File: src/rtl/dec_pipe_hzd.sv
// Decode-to-execute pipeline with per-stage valid bits, flush, and a RAW
// hazard interlock that tracks writers until their register-file write cycle.
module dec_pipe_hzd #(
    parameter int N_STAGES   = 2,
    parameter int EX_LAT     = 3,
    parameter int PAYLOAD_W  = 128,
    parameter int REG_ADDR_W = 5,
    parameter int ZERO_REG   = 0
) (
    input  logic                  clk,
    input  logic                  rst,
    input  logic                  in_valid_i,
    input  logic [PAYLOAD_W-1:0]  payload_i,
    input  logic [REG_ADDR_W-1:0] rd_addr_i,
    input  logic                  regwrite_i,
    input  logic [REG_ADDR_W-1:0] ra_addr_i,
    input  logic [REG_ADDR_W-1:0] rb_addr_i,
    input  logic [REG_ADDR_W-1:0] rc_addr_i,
    input  logic                  ra_use_i,
    input  logic                  rb_use_i,
    input  logic                  rc_use_i,
    input  logic                  flush_i,
    output logic                  stall_o,
    output logic                  out_valid_o,
    output logic [PAYLOAD_W-1:0]  out_payload_o,
    output logic [REG_ADDR_W-1:0] out_rd_addr_o,
    output logic                  out_regwrite_o,
    output logic [15:0]           stall_cnt_o
);

    localparam int LAST = N_STAGES - 1;

    logic [N_STAGES-1:0]   st_v_q, st_v_d;
    logic [N_STAGES-1:0]   st_rw_q, st_rw_d;
    logic [REG_ADDR_W-1:0] st_rd_q [N_STAGES];
    logic [REG_ADDR_W-1:0] st_rd_d [N_STAGES];
    logic [PAYLOAD_W-1:0]  st_pl_q [N_STAGES];
    logic [PAYLOAD_W-1:0]  st_pl_d [N_STAGES];

    logic [EX_LAT-1:0]     tl_v_q, tl_v_d;
    logic [EX_LAT-1:0]     tl_rw_q, tl_rw_d;
    logic [REG_ADDR_W-1:0] tl_rd_q [EX_LAT];
    logic [REG_ADDR_W-1:0] tl_rd_d [EX_LAT];

    logic [15:0]           stall_cnt_q, stall_cnt_d;
    logic                  hazard_s;
    logic                  accept_s;

    // A used source hits a destination unless it is the hard-wired zero register.
    function automatic logic src_match(input logic                  en,
                                       input logic [REG_ADDR_W-1:0] src,
                                       input logic [REG_ADDR_W-1:0] dst);
        logic zero_excl;
        zero_excl = (ZERO_REG != 0) && (src == {REG_ADDR_W{1'b0}});
        return en && (src == dst) && !zero_excl;
    endfunction

    function automatic logic entry_hit(input logic                  v,
                                       input logic                  rw,
                                       input logic [REG_ADDR_W-1:0] dst,
                                       input logic [REG_ADDR_W-1:0] ra,
                                       input logic                  ra_en,
                                       input logic [REG_ADDR_W-1:0] rb,
                                       input logic                  rb_en,
                                       input logic [REG_ADDR_W-1:0] rc,
                                       input logic                  rc_en);
        return v && rw && (src_match(ra_en, ra, dst) ||
                           src_match(rb_en, rb, dst) ||
                           src_match(rc_en, rc, dst));
    endfunction

    // Scoreboard lookup across decode stages and the execute/writeback tail.
    always_comb begin
        hazard_s = 1'b0;
        for (int i = 0; i < N_STAGES; i++) begin
            if (entry_hit(st_v_q[i], st_rw_q[i], st_rd_q[i], ra_addr_i, ra_use_i,
                          rb_addr_i, rb_use_i, rc_addr_i, rc_use_i)) begin
                hazard_s = 1'b1;
            end else begin
                hazard_s = hazard_s;
            end
        end
        for (int j = 0; j < EX_LAT; j++) begin
            if (entry_hit(tl_v_q[j], tl_rw_q[j], tl_rd_q[j], ra_addr_i, ra_use_i,
                          rb_addr_i, rb_use_i, rc_addr_i, rc_use_i)) begin
                hazard_s = 1'b1;
            end else begin
                hazard_s = hazard_s;
            end
        end
    end

    assign stall_o  = in_valid_i && hazard_s && !flush_i;
    assign accept_s = in_valid_i && !stall_o && !flush_i;

    // Next-state for the decode stages, tail, and stall counter.
    always_comb begin
        st_v_d     = st_v_q;
        st_rw_d    = st_rw_q;
        st_rd_d    = st_rd_q;
        st_pl_d    = st_pl_q;
        tl_v_d     = tl_v_q;
        tl_rw_d    = tl_rw_q;
        tl_rd_d    = tl_rd_q;

        st_v_d[0]  = accept_s;
        st_rw_d[0] = regwrite_i;
        st_rd_d[0] = rd_addr_i;
        st_pl_d[0] = payload_i;
        for (int i = 1; i < N_STAGES; i++) begin
            st_v_d[i]  = st_v_q[i-1] && !flush_i;
            st_rw_d[i] = st_rw_q[i-1];
            st_rd_d[i] = st_rd_q[i-1];
            st_pl_d[i] = st_pl_q[i-1];
        end

        // Tail takes whatever the last decode stage presented, flush or not.
        tl_v_d[0]  = st_v_q[LAST];
        tl_rw_d[0] = st_rw_q[LAST];
        tl_rd_d[0] = st_rd_q[LAST];
        for (int j = 1; j < EX_LAT; j++) begin
            tl_v_d[j]  = tl_v_q[j-1];
            tl_rw_d[j] = tl_rw_q[j-1];
            tl_rd_d[j] = tl_rd_q[j-1];
        end

        if (stall_o && (stall_cnt_q != 16'hFFFF)) begin
            stall_cnt_d = stall_cnt_q + 16'd1;
        end else begin
            stall_cnt_d = stall_cnt_q;
        end
    end

    // State registers with synchronous reset.
    always_ff @(posedge clk) begin
        if (rst) begin
            st_v_q      <= {N_STAGES{1'b0}};
            st_rw_q     <= {N_STAGES{1'b0}};
            tl_v_q      <= {EX_LAT{1'b0}};
            tl_rw_q     <= {EX_LAT{1'b0}};
            stall_cnt_q <= 16'd0;
            for (int i = 0; i < N_STAGES; i++) begin
                st_rd_q[i] <= {REG_ADDR_W{1'b0}};
                st_pl_q[i] <= {PAYLOAD_W{1'b0}};
            end
            for (int j = 0; j < EX_LAT; j++) begin
                tl_rd_q[j] <= {REG_ADDR_W{1'b0}};
            end
        end else begin
            st_v_q      <= st_v_d;
            st_rw_q     <= st_rw_d;
            st_rd_q     <= st_rd_d;
            st_pl_q     <= st_pl_d;
            tl_v_q      <= tl_v_d;
            tl_rw_q     <= tl_rw_d;
            tl_rd_q     <= tl_rd_d;
            stall_cnt_q <= stall_cnt_d;
        end
    end

    assign out_valid_o    = st_v_q[LAST];
    assign out_payload_o  = st_pl_q[LAST];
    assign out_rd_addr_o  = st_rd_q[LAST];
    assign out_regwrite_o = st_rw_q[LAST] && st_v_q[LAST];
    assign stall_cnt_o    = stall_cnt_q;

endmodule

File: config.mk
export PLATFORM = sky130hd
export DESIGN_NAME = dec_pipe_hzd
export DESIGN_NICKNAME = d
export VERILOG_FILES = /design/src/rtl/dec_pipe_hzd.sv
export SDC_FILE = /design/constraint.sdc
export NUM_CORES = 1
export LEC_CHECK = 0
export CELL_PAD_IN_SITES_DETAIL_PLACEMENT = 2
export CELL_PAD_IN_SITES_GLOBAL_PLACEMENT = 2
export CORE_ASPECT_RATIO = 0.6
export CORE_MARGIN = 1.5
export CORE_UTILIZATION = 26
export DETAILED_ROUTE_END_ITERATION = 8
export HOLD_SLACK_MARGIN = 0.1
export PLACE_DENSITY_LB_ADDON = 0.1
export SLEW_MARGIN = 20
export SYNTH_ARGS = -nofsm -noshare
export SYNTH_HDL_FRONTEND = slang
export SYNTH_SLANG_ARGS = --single-unit
File: constraint.sdc
create_clock -name clk -period 2.7 [get_ports clk]
set_clock_uncertainty 0.1 [all_clocks]
set_input_delay 0.675 -clock clk [delete_from_list [all_inputs] [get_ports clk]]
set_output_delay 0.675 -clock clk [all_outputs]
set_load 0.1 [all_outputs]
# --- Word-level counts from Yosys, hierarchy flattened ---
# Index checks and enable logic that the tools add are counted.
word_totals:
  register_bits: 307
  input_bits: 156
  output_inout_bits: 152
  wordCells: 77
classes:
  n_addsub: 1
  eq_ne: 16
  n_mux: 5
  reduce_logical: 43
op_table:
  columns: ["operator", "n"]
  rows:
  - ["$eq A5 B5 Y1", 15]
  - ["$logic_and A1 B1 Y1", 31]
  - ["$add A16 B1 Y16 const B", 1]
  - ["$ne A16 B16 Y1 const B", 1]
  - ["$logic_or A1 B1 Y1", 10]
  - ["$mux W1", 5]
  - ["$logic_not A1 Y1", 2]

# --- Depth between registers and ports, before layout ---
logic_depth:
  word_depth: 15
  ltp_mapped: 10
  ltp_nobuf: 8

# --- Worst setup path after synthesis ---
# Ideal clock, no wire load.
synth_path:
  kind: "flip-flop to output port"
  from: "register st_v_q[1]"
  to: "output port stall_o"
  arrival_time_ns: 3.242
  path_slack_ns: -1.317
  stages_incl_launch_ff: 9
  path_buffers: 1
  cell_sequence: "dfxtp_1 and2_1 nand3_1 o22a_1 nand3_1 or4_4 o21ai_4 buf_6 inv_1"
synth_between:
  elab_chain_len: 8
synth_lines:
  columns: ["item", "line_no", "rtl"]
  rows:
  - ["start: declaration", "33", "logic [N_STAGES-1:0] st_v_q, st_v_d;"]
  - ["start signal: assignment", "137", "st_v_q <= {N_STAGES{1'b0}};"]
  - ["start signal: assignment", "150", "st_v_q <= st_v_d;"]
  - ["$logic_and A1 B1 Y1", null, null]
  - ["named net out_regwrite_o", "27", "output logic out_regwrite_o,"]
  - ["$logic_and A1 B1 Y1", "67", "return v && rw && (src_match(ra_en, ra, dst) ||"]
  - ["$mux W1", "76", "if (entry_hit(st_v_q[i], st_rw_q[i], st_rd_q[i], ra_addr_i, ra_use_i,"]
  - ["$mux W1 (3 in series)", "84", "if (entry_hit(tl_v_q[j], tl_rw_q[j], tl_rd_q[j], ra_addr_i, ra_use_i,"]
  - ["$logic_and A1 B1 Y1 (2 in series)", "93", "assign stall_o = in_valid_i && hazard_s && !flush_i;"]
  - ["end: declaration", "23", "output logic stall_o,"]
# The timed path passes the listed nets, and every way through them passes these cells.

# --- Final worst setup path ---
layout_path:
  from: "input port rc_use_i"
  to: "output port stall_o"
layout_between:
  elab_chain_len: 10
  word_cells_on_any_way: 22
  classes_between: "mux: 5; reduce/logical: 17"
layout_lines:
  columns: ["item", "line_no", "rtl"]
  rows:
  - ["start: declaration", "21", "input logic rc_use_i,"]
  - ["$logic_and A1 B1 Y1", "55", "return en && (src == dst) && !zero_excl;"]
  - ["$logic_or A1 B1 Y1", "68", "src_match(rb_en, rb, dst) ||"]
  - ["$logic_and A1 B1 Y1", "67", null]
  - ["$mux W1 (2 in series)", "76", null]
  - ["$mux W1 (2 in series)", "84", null]
  - ["$mux W1 (*)", "84", null]
  - ["$logic_and A1 B1 Y1 (*) (2 in series)", "93", null]
# Mark *: on every way between the ends. The rest lies on a longest branch, timed or not.

==> qor.yml <==
outcome: "finished with violations"
synth-adder-area-share: 0.001286
drtPass1Iterations: 4
number_of_clock_sinks_seen_by_cts: 307
worstSetupStartpointType: "input pin"
p_sw_frac: 0.2668
dp_slack_ps: -969.7
clock_power_share: 0.389
failed_checks: "negative setup slack"
timing.final.crit_share: 1.219
floorplan.initialDensity: 0.2656
initial_detailed_routing_violation_count: 224
detail-route-antenna-nets: 0
track_usage: 0.1476
grt_max_degree: 72
clkLatencyLatePin_ps: 550
synth.yosys.seq_area_share: 0.6318
io_buffer_count: 307
final_net_count: 1350
mappedNetlistArea_um2: 9728
post-dp-hpwl_um: 21450
pin_count: 308
area_fraction_in_and_or_nand_and_nor_cells_after_synthesis: 0.2433
critical_path_class: "in2out"
netlist.top_cell.by_area: "sky130_fd_sc_hd__dfxtp_1"
syn-instance-count: 860
net_count_after_synthesis: 1017
footprint_of_the_multi_input_gates_um2: 3450
timing_hold_violations_final: 0
design.die.area_um2: 38620
final.min_clock_period_ps: 3291
synth-compound-area-share: 0.01556
areaGrowthSynthToFinish_pct: 47.69
report.final.setup_viol: 1
power.density_nw_per_um2: 698.8
first_global_vias: 7202
area.sequential_um2: 6182
synth.mux.area_fraction: 0.009260
pwr-share-seq: 0.476
layout.cell_area.non_filler_um2: 14370
async_reset_ff_frac: 0
total_count_of_max_transition_violations_in_the_final_report: 0
synth_enable_flop_cells: 0
drt_drc_violations_left: 0
detail_route.vias_per_cell: 4.011
detailed_place.area_um2: 13360
die_w_um: 252.7
leakagePower_nw: 5.850
gr-total-overflow: 0
crit_end_element: "output port"
ctsLongestPathBuffers: 3
number_of_antenna_violations_at_the_first_check_in_global_routing: 0
tritoncts: "done"
post_route_cells_drive_above_1_share: 0.2673
tritoncts.num_buffers: 29
cts_hold_repair.buffers: 0
crit_arrival_ps: 2520
yosysWarningCount: 0
crit_path_max_fanout: 4
yosys.area.top_type_share: 0.6318
slew-limit-headroom: 0.6744
detail_route.wirelength_um: 28930
ctsRootBufferMaster: "sky130_fd_sc_hd__clkbuf_16"
cts-htree-levels: 1
total_design_power_mw: 10.04
synth.top_cells.by_area: "sky130_fd_sc_hd__dfxtp_1 63%, sky130_fd_sc_hd__nor2b_1 19%, sky130_fd_sc_hd__xor2_1 4.1%"
postLayoutSetupSlackWorst_ps: -591.4
routabilityCongestion: 0.8411
synth_area_per_cell_um2: 11.31
cap_viol_max_count: 0
routed_via_count: 6883
n_antenna_cell: 0
synth.ff_latch_count: 307
grt_pass1_wl_um: 43550
internal-power_mw: 7.361
peakVddDrop_mv: 0.3921
max_freq_ghz: 0.3038
core_region_area_um2: 36620
combinational_family_with_the_most_area_after_synthesis: "simple AND/OR/NAND/NOR gates"
synthXorXnorAreaFrac: 0.06752
fillers: 3836
hold_path.class: "reg2reg"
power_frac_comb: 0.134
power.net_switching_mw: 2.678
worst_pin_slew_ps: 488.4
crit_required_ps: 1920
die_h_um: 152.8
floorplan.rows: 54
routed_wire_length_per_instance_um: 16.86
synth.lib_cells_used.distinct: 38
clk_pin_slew_worst_paths_ps: 80
ys.flop_type: "sky130_fd_sc_hd__dfxtp_1"
rsz0062_at_grt: "yes"
==> routing by layer <==
| metal | vias to the layer above | share of wire | GRT usage |
|---|---|---|---|
| met1 | 3353 | 0.49 | 0.2053 |
| met4 | 0 | 0.017 | 0.02994 |
| met5 | - | 0 | 0 |
| li1 | 3347 | - | - |
| met3 | 30 | 0.062 | 0.04530 |
| met2 | 153 | 0.43 | 0.2245 |
==> synth_stat cells, types with 2 or more instances <==
library cell and instances:
sky130_fd_sc_hd__dfxtp_1 307, sky130_fd_sc_hd__nor2b_1 298, sky130_fd_sc_hd__xor2_1 46, sky130_fd_sc_hd__clkbuf_1 35, sky130_fd_sc_hd__xnor2_1 29, sky130_fd_sc_hd__nand3_1 22
sky130_fd_sc_hd__nor4_1 14, sky130_fd_sc_hd__buf_2 9, sky130_fd_sc_hd__nand2_1 9, sky130_fd_sc_hd__nor2_1 9, sky130_fd_sc_hd__nor3_1 9, sky130_fd_sc_hd__nand4_1 8
sky130_fd_sc_hd__a21oi_1 7, sky130_fd_sc_hd__mux2_2 7, sky130_fd_sc_hd__buf_4 6, sky130_fd_sc_hd__buf_6 6, sky130_fd_sc_hd__or3_1 6, sky130_fd_sc_hd__o21ai_0 5
sky130_fd_sc_hd__inv_1 3, sky130_fd_sc_hd__or4_1 3, sky130_fd_sc_hd__a31oi_1 2, sky130_fd_sc_hd__and3_1 2, sky130_fd_sc_hd__nor3b_1 2, sky130_fd_sc_hd__o31ai_1 2
==> final timing paths <==
check	startpoint	end	slack, ps	depth (start not counted)
min reg2reg	st_pl_d[85]$_SDFF_PP0_	out_payload_o[85]$_SDFF_PP0_	330	1
min	st_pl_d[85]$_SDFF_PP0_	out_payload_o[85]$_SDFF_PP0_	330	1
max reg2reg	tl_rd_d[9]$_SDFF_PP0_	stall_cnt_o[6]$_SDFFE_PP0P_	150	10
max	rc_use_i	stall_o	-590	7
==> area by class of cell <==
type / instances / share of cell area
Clock buffer: 40 / 0.05826
Clock inverter: 10 / 0.004267
Inverter: 3 / 0.001045
Multi-Input combinational cell: 493 / 0.2401
Sequential cell: 307 / 0.4303
Tap cell: 504 / 0.04389
Timing Repair Buffer: 359 / 0.2222
==> state kept, by name (all words and copies together), names as in the netlist <==
register and flops:
out_payload_o 128, tl_rd_q 5, out_rd_addr_o 5, st_rw_q 2, st_rd_d 5, st_pl_d 128, tl_v_q 3, stall_cnt_o 16
tl_rd_d 10, st_v_q 2, tl_rw_q 3
==> timing repair <==
item / 4_1_cts / 5_1_grt
gates cloned: 0 / 0
pin swaps: 8 / 14
setup buffers: 2 / 1
endpoints found under the setup margin: 16 / 14
gates resized for setup: 57 / 35
==> cells in the final DEF (no fill, tap or decap), types with 12 or more instances in the layout <==
cell	count
sky130_fd_sc_hd__clkbuf_16	29
sky130_fd_sc_hd__nand3_1	21
sky130_fd_sc_hd__xnor2_1	28
sky130_fd_sc_hd__dfxtp_2	17
sky130_fd_sc_hd__dfxtp_1	286
sky130_fd_sc_hd__buf_4	194
sky130_fd_sc_hd__clkdlybuf4s50_1	137
sky130_fd_sc_hd__xor2_1	34
sky130_fd_sc_hd__nor2b_1	298
sky130_fd_sc_hd__xor2_2	12
==> critical path: stages <==
cell	delay, ps
sky130_fd_sc_hd__clkdlybuf4s50_1	520
sky130_fd_sc_hd__nand3_1	170
sky130_fd_sc_hd__a31oi_1	90
sky130_fd_sc_hd__or4_4	530
sky130_fd_sc_hd__o21ai_4	200
sky130_fd_sc_hd__clkinvlp_4	140
sky130_fd_sc_hd__buf_12	170
==> power by group through the flow <==
| stage | Clock [mW] | Sequential (mW) | Combinational [mW] |
|---|---|---|---|
| 3_5_place_dp | 0 | 4.88 | 1.37 |
| 2_1_floorplan | 0 | 5.42 | 0.323 |
| 3_3_place_gp | 0 | 4.87 | 1.36 |
| 4_1_cts | 4.10 | 4.78 | 1.35 |
| 6_report | 3.91 | 4.78 | 1.35 |
| 5_1_grt | 4.30 | 4.80 | 1.42 |
==> stage by stage <==
stage | instances | utilization | hold WS [ps] | TNS (ps)
after floorplan | 860 | - | 313.8 | -716.2
after global placement | 1669 | 0.3649 | 314.4 | -12630
after detailed placement | 1669 | 0.3649 | 326.5 | -12790
after CTS | 1716 | 0.3888 | 339.6 | -584.9
after global routing | 1716 | 0.3923 | 356.4 | -632.1
final | 1716 | 0.3923 | 331.6 | -591.4
==> logic make-up after synthesis <==
group                    Yosys count
AO/OA/AOI/OAI                     21
XOR/XNOR                          75
adder cells (fa/ha/maj)            1
buffers and inverters             60
flip-flops                       307
multiplexers                       8
AND/OR/NAND/NOR                  388
Power figures use the tool's default switching activity.
==> RTL edit 1, RTL diff (config.mk and constraints unchanged) <==
Register the output `stall_cnt_o` once more, with the module's reset; this adds one clock of latency there. The other outputs are not delayed to match.
--- a/src/rtl/dec_pipe_hzd.sv
+++ b/src/rtl/dec_pipe_hzd.sv
@@ -162,7 +162,13 @@
     assign out_payload_o  = st_pl_q[LAST];
     assign out_rd_addr_o  = st_rd_q[LAST];
     assign out_regwrite_o = st_rw_q[LAST] && st_v_q[LAST];
-    assign stall_cnt_o    = stall_cnt_q;
+    always_ff @(posedge clk) begin
+        if (rst) begin
+            stall_cnt_o <= '0;
+        end else begin
+            stall_cnt_o <= stall_cnt_q;
+        end
+    end
 
 endmodule
 
Function: changed (Yosys sat finds a counterexample within 4 cycles, from zero or initial values and one cycle with rst high).
==> RTL edit 1 against the original RTL <==
The run still ends with negative setup slack left; total power increased by 9.4%; worst setup slack improved by 0.27 ns; wire length increased by 3.9%; sequential cell count increased by 16; cell count increased by 2.6%; critical path depth increased by 3; synthesized area increased by 5.3%; design area increased by 4.9%; die area increased by 5.2%; clock power increased by 17%; largest power group unchanged; highest routed layer unchanged.
==> RTL edit 1: results <==
[status]
status = complete, but fails checks
violations = negative setup slack

[placed_design]
dp_slack_ns = -0.991
dp.cells = 1699

[global_routing]
grt_pass1_vias = 7155
met1_usage = 0.195
gr-usage-met3 = 0.0369
grt_pass1_wl_um = 44300
grt_max_degree = 92
grt_use_met2 = 0.231

[yosys]
synth_compound_area_frac = 0.0131
synth_xor_area_frac = 0.0641
syn_inst = 885

[sta]
maxSlewHeadroom = 0.594
final-setup-viol-count = 1
worst_slack_ns = -0.319

[pwr]
vdd_drop_max_v = 0.000317
p_leak_nw = 6.15
comb_power_share = 0.125
power.switching_mw = 2.87

[critical_path]
path_max_fanout = 5
reg2reg_to = stall_cnt_q[3]
cp_data_arrival_time_ns = 2.24
cp_slowest_stage_delay_ns = 0.29
timing.rr.start = st_rd_d[0]

[clocking]
htree_num_levels = 2
path_clk_slew_ns = 0.06
clk_latency_ns = 0.51
cts_buffers = 35

[route]
wire_per_inst_um = 17.1
drt_iter0_drc = 253
wl_um = 30100
routed-wl-met3_um = 1620

[finish]
final_area_mm2 = 0.0151
n_fill_cell = 4062
layout.nets = 1372
drive_gt1_frac = 0.270

[min_path]
hold_start = st_pl_d[60]
hold_end = out_payload_o[60]
## RTL edit 1: what timing repair did
item / CTS / global route
gates resized for setup: 122 / 13
gates cloned: 0 / 1
pin swaps: 30 / 6
buffers inserted: 3 / 0
endpoints found under the setup margin: 18 / 11
## RTL edit 1: layout make-up
cell class	count	area share
Multi-Input combinational cell	499	0.248
Clock buffer	51	0.0662
Clock inverter	8	0.00573
Tap cell	522	0.0433
Timing Repair Buffer	353	0.205
Inverter	3	0.000747
Antenna cell	2	0.000332
Sequential cell	323	0.432
## RTL edit 1: worst max-delay path by stage
stage	from	cells after the start	end	slack [ns]
5_1_grt	tl_rd_d[4]	9	stall_o	-0.43
6_report	rb_addr_i[3]	10	stall_o	-0.32
3_5_place_dp	rb_addr_i[4]	10	stall_cnt_q[5]	-0.99
4_1_cts	tl_rd_d[2]	9	stall_o	-0.30
2_1_floorplan	ra_addr_i[0]	9	stall_o	-0.44
3_3_place_gp	rb_addr_i[4]	10	stall_cnt_q[11]	-0.99
==> RTL edit 2, RTL diff (same flow settings) <==
Without the edit above. Change the parameter `ZERO_REG` from 0 to 1.
--- a/src/rtl/dec_pipe_hzd.sv
+++ b/src/rtl/dec_pipe_hzd.sv
@@ -5,7 +5,7 @@
     parameter int EX_LAT     = 3,
     parameter int PAYLOAD_W  = 128,
     parameter int REG_ADDR_W = 5,
-    parameter int ZERO_REG   = 0
+    parameter int ZERO_REG   = 1
 ) (
     input  logic                  clk,
     input  logic                  rst,
Check against the original RTL: not equivalent (a bounded check fails within 4 cycles, from zero or initial values and one cycle with rst high).
==> RTL edit 2 against the original RTL <==
The flow still finishes with violations (negative setup slack); synthesized area rose by 0.35%; wire length is 4.5% higher; highest routed layer is now met5; clock power up 14%; worst setup slack lost 0.22 ns; register-to-register slack got worse by 0.56 ns; sequential cell count stayed put; largest power group unchanged; sequential share of layout area fell by 0.97 points; global-route usage up 1.0 points; synthesized cell count rose by 0.70%; critical path depth rose by 2; design area up 1.7%; count of clock-buffer cells in the layout is 8 higher; critical path type unchanged; total power increased by 5.7%.
==> RTL edit 2: results <==
[route]
drt_iter0_drc = 248
routed-wl-met3_um = 2420
wl_um = 30200
viasPerCell = 4.02
met2_length_um = 13600

[yosys]
seq_area_frac_synth = 0.630
synthTopCellsByCount = 307 x dfxtp_1, 298 x nor2b_1, 48 x xnor2_1
synth_area_leaders = dfxtp_1 63%, nor2b_1 19%, xnor2_1 4.3%, xor2_1 2.4%, clkbuf_1 1.6%
synth_nets = 1023
syn_inst = 866

[finish]
drive_gt1_frac = 0.248
layout.nets = 1374

[clocking]
clk_latency_ns = 0.58
path_clk_slew_ns = 0.06

[global_routing]
gr-usage-met3 = 0.0557
met1_usage = 0.205
grt_usage = 0.158
grt_pass1_vias = 7737
grt_use_met2 = 0.251
antenna_found_initial = 5
grt_max_degree = 76

[sta]
worst_slack_ns = -0.813
final-setup-viol-count = 18
fin_setup_tns_ns = -3.75

[pwr]
p_leak_nw = 6.01

[critical_path]
path_max_fanout = 5
cp_data_arrival_time_ns = 2.74

[placed_design]
place_area_mm2 = 0.0134
place_hpwl_um = 22700
dp_slack_ns = -1.27

[status]
violations = negative setup slack
status = complete, but fails checks
[RTL edit 2: cell count changes after synthesis, sizes merged, moves of 5 or more]
cell | unedited run | this run
xnor2 | 29 | 48
xor2 | 46 | 27
clkbuf | 35 | 42
buf | 22 | 16
nor4 | 14 | 19
[RTL edit 2: cells by family after synthesis]
group                      after synthesis  share of synthesized area
buffers and inverters                   63                     0.0299
adders and majority gates                1                    0.00128
DFF                                    307                      0.630
muxes                                    9                     0.0106
AOI/OAI and AO/OA                       22                     0.0174
xor gates and xnor gates                75                     0.0673
and+or+nand+nor                        389                      0.244
[RTL edit 2: what timing repair did]
item                       in CTS  in global routing
pin swaps                      18                  6
gates resized for setup        62                  0
hold endpoints to repair        0                  0
gates cloned                    1                  0
buffers inserted                5                  2
setup endpoints to repair      18                 17
[RTL edit 2: final timing paths]
| path | start | endpoint | slack (ns) | depth (start not counted) |
|---|---|---|---|---|
| max | rb_addr_i[4] | stall_o | -0.81 | 9 |
| min | st_pl_d[104] | out_payload_o[104] | 0.33 | 1 |
| max reg2reg | st_rd_d[4] | stall_cnt_o[6] | -0.41 | 11 |
| min reg2reg | st_pl_d[104] | out_payload_o[104] | 0.33 | 1 |
[RTL edit 2: power breakdown]
part           total [mW]  internal [mW]  switching (mW)
logic                1.38          0.503           0.881
registers            4.78           4.72          0.0600
clock network        4.44           2.61            1.84
[RTL edit 2: area by class of cell]
class | count | area [um2]
fill | 3823 | 22100
sequential | 307 | 6150
multi-input combinational | 496 | 3440
timing repair buffer | 376 | 3310
clock buffer | 48 | 950
tap | 504 | 631
clock inverter | 8 | 111
inverter | 5 | 18.8
antenna | 3 | 7.51
[RTL edit 2: critical path, delay by kind of cell]
family,cells,cell delay (ns)
buf+inv,3,0.44
simple gates,4,0.95
compound gates,2,0.66
